[src/rtl/median_filter.sv]
// Sliding-window median filter: rank-selects the median of the newest N samples.
// Optional MEDIAN_FILTER_PIPE_EN adds a register after the comparison stage.
module median_filter #(
  parameter int R_WIDTH = 8,
  parameter int N       = 5
) (
  input  logic               clk,
  input  logic               srst,
  input  logic [R_WIDTH-1:0] X,
  output logic [R_WIDTH-1:0] Y
);

  localparam int CW = (N > 1) ? $clog2(N) : 1;
  localparam logic [CW-1:0] MID = CW'((N - 1) / 2);

  if ((N < 3) || ((N % 2) == 0)) begin : g_bad_n
    $error("median_filter: N must be odd and >= 3");
  end

  logic [R_WIDTH-1:0] r_win [N];
  logic [R_WIDTH-1:0] r_y;

  logic [R_WIDTH-1:0] w_cand [N];
  logic [CW-1:0]      w_rank [N];
  logic [R_WIDTH-1:0] w_sel_cand [N];
  logic [CW-1:0]      w_sel_rank [N];
  logic [R_WIDTH-1:0] w_med;

  // Updated window: incoming sample plus the N-1 newest stored samples
  always_comb begin
    w_cand[0] = X;
    for (int i = 1; i < N; i++) begin
      w_cand[i] = r_win[i-1];
    end
  end

  // Rank of each candidate; equal values ordered by window index
  always_comb begin
    for (int i = 0; i < N; i++) begin
      w_rank[i] = '0;
      for (int j = 0; j < N; j++) begin
        if (j != i) begin
          if ((w_cand[j] < w_cand[i]) ||
              ((w_cand[j] == w_cand[i]) && (j < i))) begin
            w_rank[i] = w_rank[i] + CW'(1);
          end
        end
      end
    end
  end

`ifdef MEDIAN_FILTER_PIPE_EN
  logic [R_WIDTH-1:0] r_p_cand [N];
  logic [CW-1:0]      r_p_rank [N];

  // Hold comparison results for one cycle before selection
  always_ff @(posedge clk) begin
    if (srst) begin
      for (int i = 0; i < N; i++) begin
        r_p_cand[i] <= '0;
        r_p_rank[i] <= '0;
      end
    end else begin
      for (int i = 0; i < N; i++) begin
        r_p_cand[i] <= w_cand[i];
        r_p_rank[i] <= w_rank[i];
      end
    end
  end

  // Selection reads from the pipeline register
  always_comb begin
    for (int i = 0; i < N; i++) begin
      w_sel_cand[i] = r_p_cand[i];
      w_sel_rank[i] = r_p_rank[i];
    end
  end
`else
  // Selection reads the comparison results directly
  always_comb begin
    for (int i = 0; i < N; i++) begin
      w_sel_cand[i] = w_cand[i];
      w_sel_rank[i] = w_rank[i];
    end
  end
`endif

  // Exactly one rank matches the middle; OR-reduce the selected value
  always_comb begin
    w_med = '0;
    for (int i = 0; i < N; i++) begin
      if (w_sel_rank[i] == MID) begin
        w_med = w_med | w_sel_cand[i];
      end
    end
  end

  // Shift the window and register the median
  always_ff @(posedge clk) begin
    if (srst) begin
      for (int i = 0; i < N; i++) begin
        r_win[i] <= '0;
      end
      r_y <= '0;
    end else begin
      r_win[0] <= X;
      for (int i = 1; i < N; i++) begin
        r_win[i] <= r_win[i-1];
      end
      r_y <= w_med;
    end
  end

  assign Y = r_y;

endmodule

[config.mk]
export PLATFORM = sky130hd
export DESIGN_NAME = median_filter
export DESIGN_NICKNAME = d
export VERILOG_FILES = /design/src/rtl/median_filter.sv
export SDC_FILE = /design/constraint.sdc
export NUM_CORES = 1
export LEC_CHECK = 0
export ABC_AREA = 1
export BUFFER_PORTS_ARGS = -buffer_cell sky130_fd_sc_hd__buf_2
export CORE_MARGIN = 4
export CORE_UTILIZATION = 60
export DETAILED_ROUTE_END_ITERATION = 10
export PLACE_DENSITY = 0.85
export SKIP_LAST_GASP = 1
export SLEW_MARGIN = 20
export SYNTH_ARGS = -nofsm -noshare
export SYNTH_HDL_FRONTEND = slang
export SYNTH_SLANG_ARGS = --single-unit
[constraint.sdc]
create_clock -name clk -period 3.35 [get_ports clk]
set_clock_uncertainty 0.2 [all_clocks]
set_input_delay 0.1675 -clock clk [delete_from_list [all_inputs] [get_ports clk]]
set_output_delay 0.1675 -clock clk [all_outputs]
set_load 0.01 [all_outputs]
==> summary.txt <==
Status
  – Status: finished, final reports clean

CTS
  – Clk Latency, worst-skew pair: approximately 0.30 ns
  – Clock buffer depth: 2
  – CTS tree: done
  – H-tree Lvls: 2
  – Clk slew on worst S/H paths: 0.08 ns
  – Root buffer cell: clkbuf_8
  – Inserted Clock Buffers: 5
  – Clk sinks: 40

Logic synthesis
  – Sequential area share after synthesis: 20.5%
  – Synthesized netlist cell count: roughly 570
  – Cell area after synthesis: approximately 0.004 sq mm
  – Yosys top cell area share: just under 30%
  – Dominant cells by area after synthesis: ha_1, dfxtp_1, nand2_1
  – Post-synthesis cell type count: 21
  – Net count after synthesis: 671
  – Yosys top cell by area: ha_1
  – YS warnings: 0
  – Synth Register Bits: 40
  – Synth Area per Inst: about 7 sq um

Floorplan
  – Ports: 18
  – Die width: around 90 microns
  – # rows: 29
  – Die area: 0.00786 sq mm
  – Initial core utilization: about three fifths
  – Core area: approximately 0.0063 sq mm
  – Die height: roughly 89 microns

Hold path
  – Tightest Hold Check Type: in -> reg

Cells and area
  – Ant. Diodes: 0
  – Area grow syn2layout: 17.1%
  – Layout cells sized above 1: roughly 17%
  – Multi-input combinational cell area: roughly 0.0030 sq mm
  – Most frequent cells in the layout: nand2_1, inv_1, ha_1
  – Util after Layout: 72.0%
  – Final nets: about 700
  – Storage element area: just over 800 sq um
  – Filler cells: 490
  – Most common cell after layout, fill and taps aside: nand2_1

Worst setup path
  – Worst Path Class, Setup: in -> reg
  – Crit end category: register
  – Startpoint types: primary input
  – Crit Path Max Fanout: 8
  – Crit path DAT: roughly 3.2 ns
  – Critical Path RT: about 3.3 ns

Timing
  – Final hold violations: 0
  – Tmin final: 3.26 ns
  – Maximum clock rate: a little over 300 MHz
  – Slew Viols, Final: 0
  – Slew @ Worst Pin: just over 0.8 ns
  – Setup WS post-layout: approximately 0.094 ns
  – Endpoints failing setup: 0
  – Final Cycle Share: between 90 and 100%
  – Slew HR: a little under half

Power
  – Psw: 776 uW
  – Static Leak: 0.00235 uW
  – Sequential share of power: between 20% and 30%
  – PwrDens: around 400 mW/mm^2
  – Sw Ratio: roughly two fifths
  – Clock power share: between 20% and 30%
  – Peak VDD IR: around 380 uV
  – Pint: about 1100 uW
  – Combinational Power Share: between 40% and 50%

Placed design
  – Dpl ws: roughly 0.00028 ns
  – Port bufs: 17
  – DP Wirelength: between 8000 and 9000 microns
  – Final weighted congestion in routability-driven placement: between 1 and 1.5

Drt
  – DR DRC count: 0
  – Routed via count: slightly above 4000
  – Via/cell ratio: ~5.9
  – ANT nets after route: 0
  – DRT Pass-1 Iters: 6
  – Per-cell routed wire length: 17.4 microns
  – Iteration-0 DRC Markers: 409
  – Final Routed Wirelength: about 12000 microns

Global routing
  – Gr usage total: between 20% and 30%
  – Antenna violations before repair: 0
  – Number of global-route vias before repair: 3717
  – First-pass GRT wire length: approximately 18000 microns
  – Largest net degree at the start of global routing: 41
  – Total gr overflow: 0

Run
  – Max_cap viols: 0
final timing paths:
kind / end / slack [ns] / depth (start not counted) / start
max: Y[1] / 0.09 / 20 / X[6]
max reg2reg: Y[3] / 0.12 / 19 / r_win[0][20]
min reg2reg: r_win[0][11] / 0.31 / 2 / r_win[0][3]
min: r_win[0][0] / 0.03 / 3 / X[0]
cell type report:
class                      instances  share of cell area (%)
multi-input combinational        435                    64.8
tap                               77                    2.11
inverter                          89                    7.31
sequential                        40                    18.0
timing repair buffer              29                    4.95
clock buffer                       7                    2.11
clock inverter                     1                   0.657
routing by layer:
layer,track usage [%],vias to the layer above,routed length [microns]
li1,-,1920,-
met1,37.9,1828,4930
met2,45.5,236,5590
met3,4.84,42,894
met4,14.8,0,416
met5,0,-,0
what timing repair did:
action / 4_1_cts / 5_1_grt
hold buffers: 7 / 0
gates cloned: 0 / 0
hold endpoints to repair: 7 / 0
endpoints found under the setup margin: 5 / 8
resized for setup: 2 / 66
setup buffers: 0 / 4
pin swaps: 0 / 16
state kept, by name, summed over array words and instances, names as in the netlist:
register and cells:
Y 8, r_win 32
synthesized netlist by cell type:
| cell | count |
|---|---|
| nand3_1 | 67 |
| nor2_2 | 3 |
| ha_1 | 93 |
| o21ai_0 | 4 |
| o21ai_1 | 3 |
| nand2_1 | 113 |
| inv_1 | 86 |
| nand3b_1 | 2 |
| a21o_1 | 4 |
| a21oi_1 | 28 |
| o21a_1 | 5 |
| nand2_2 | 14 |
| nand4_4 | 1 |
| nand2_4 | 5 |
| or2_0 | 2 |
| o21bai_1 | 2 |
| nand4_1 | 11 |
| clkbuf_1 | 4 |
| nor2_1 | 78 |
| dfxtp_1 | 40 |
| inv_2 | 3 |
worst max-delay path: stages:
cell and delay (ns):
dlygate4sd3_1 0.54, buf_4 0.18, ha_1 0.29, nand2_1 0.10, nor2_4 0.15, nand3_4 0.11
o21ai_4 0.25, buf_12 0.14, ha_4 0.20, inv_1 0.05, nand2_1 0.06, nand2_1 0.09
inv_1 0.04, ha_1 0.28, nand4_1 0.12, nand2_4 0.11, nand3_2 0.10, nand3_1 0.08
nor2_1 0.09, nor2_1 0.04
cell families after synthesis:
family | share of synthesized area [%]
compound gates | 6.60
fa+ha+maj | 29.8
buf+inv | 8.94
flops | 20.5
simple gates | 34.1
power by group through the flow:
stage          registers (uW)  logic [uW]  clock network (uW)
6_report                  532         870                 450
5_1_grt                   534         958                 468
4_1_cts                   531         748                 444
3_5_place_dp              542         736                   0
3_3_place_gp              541         707                   0
2_1_floorplan             543         535                   0
per-stage QoR:
step	area (sq um)	hold WS [ns]	std cells	total power (uW)	TNS, ns
floorplan	3900	0.0745	568	1080	0
global placement	4090	0.257	661	1250	0
detailed placement	4090	0.261	661	1280	0
CTS	4290	0.0201	676	1720	0
global route	4570	0.0615	678	1960	-0.545
finish	4570	0.0316	678	1850	0
No activity file was read; power rests on OpenSTA's default activity.
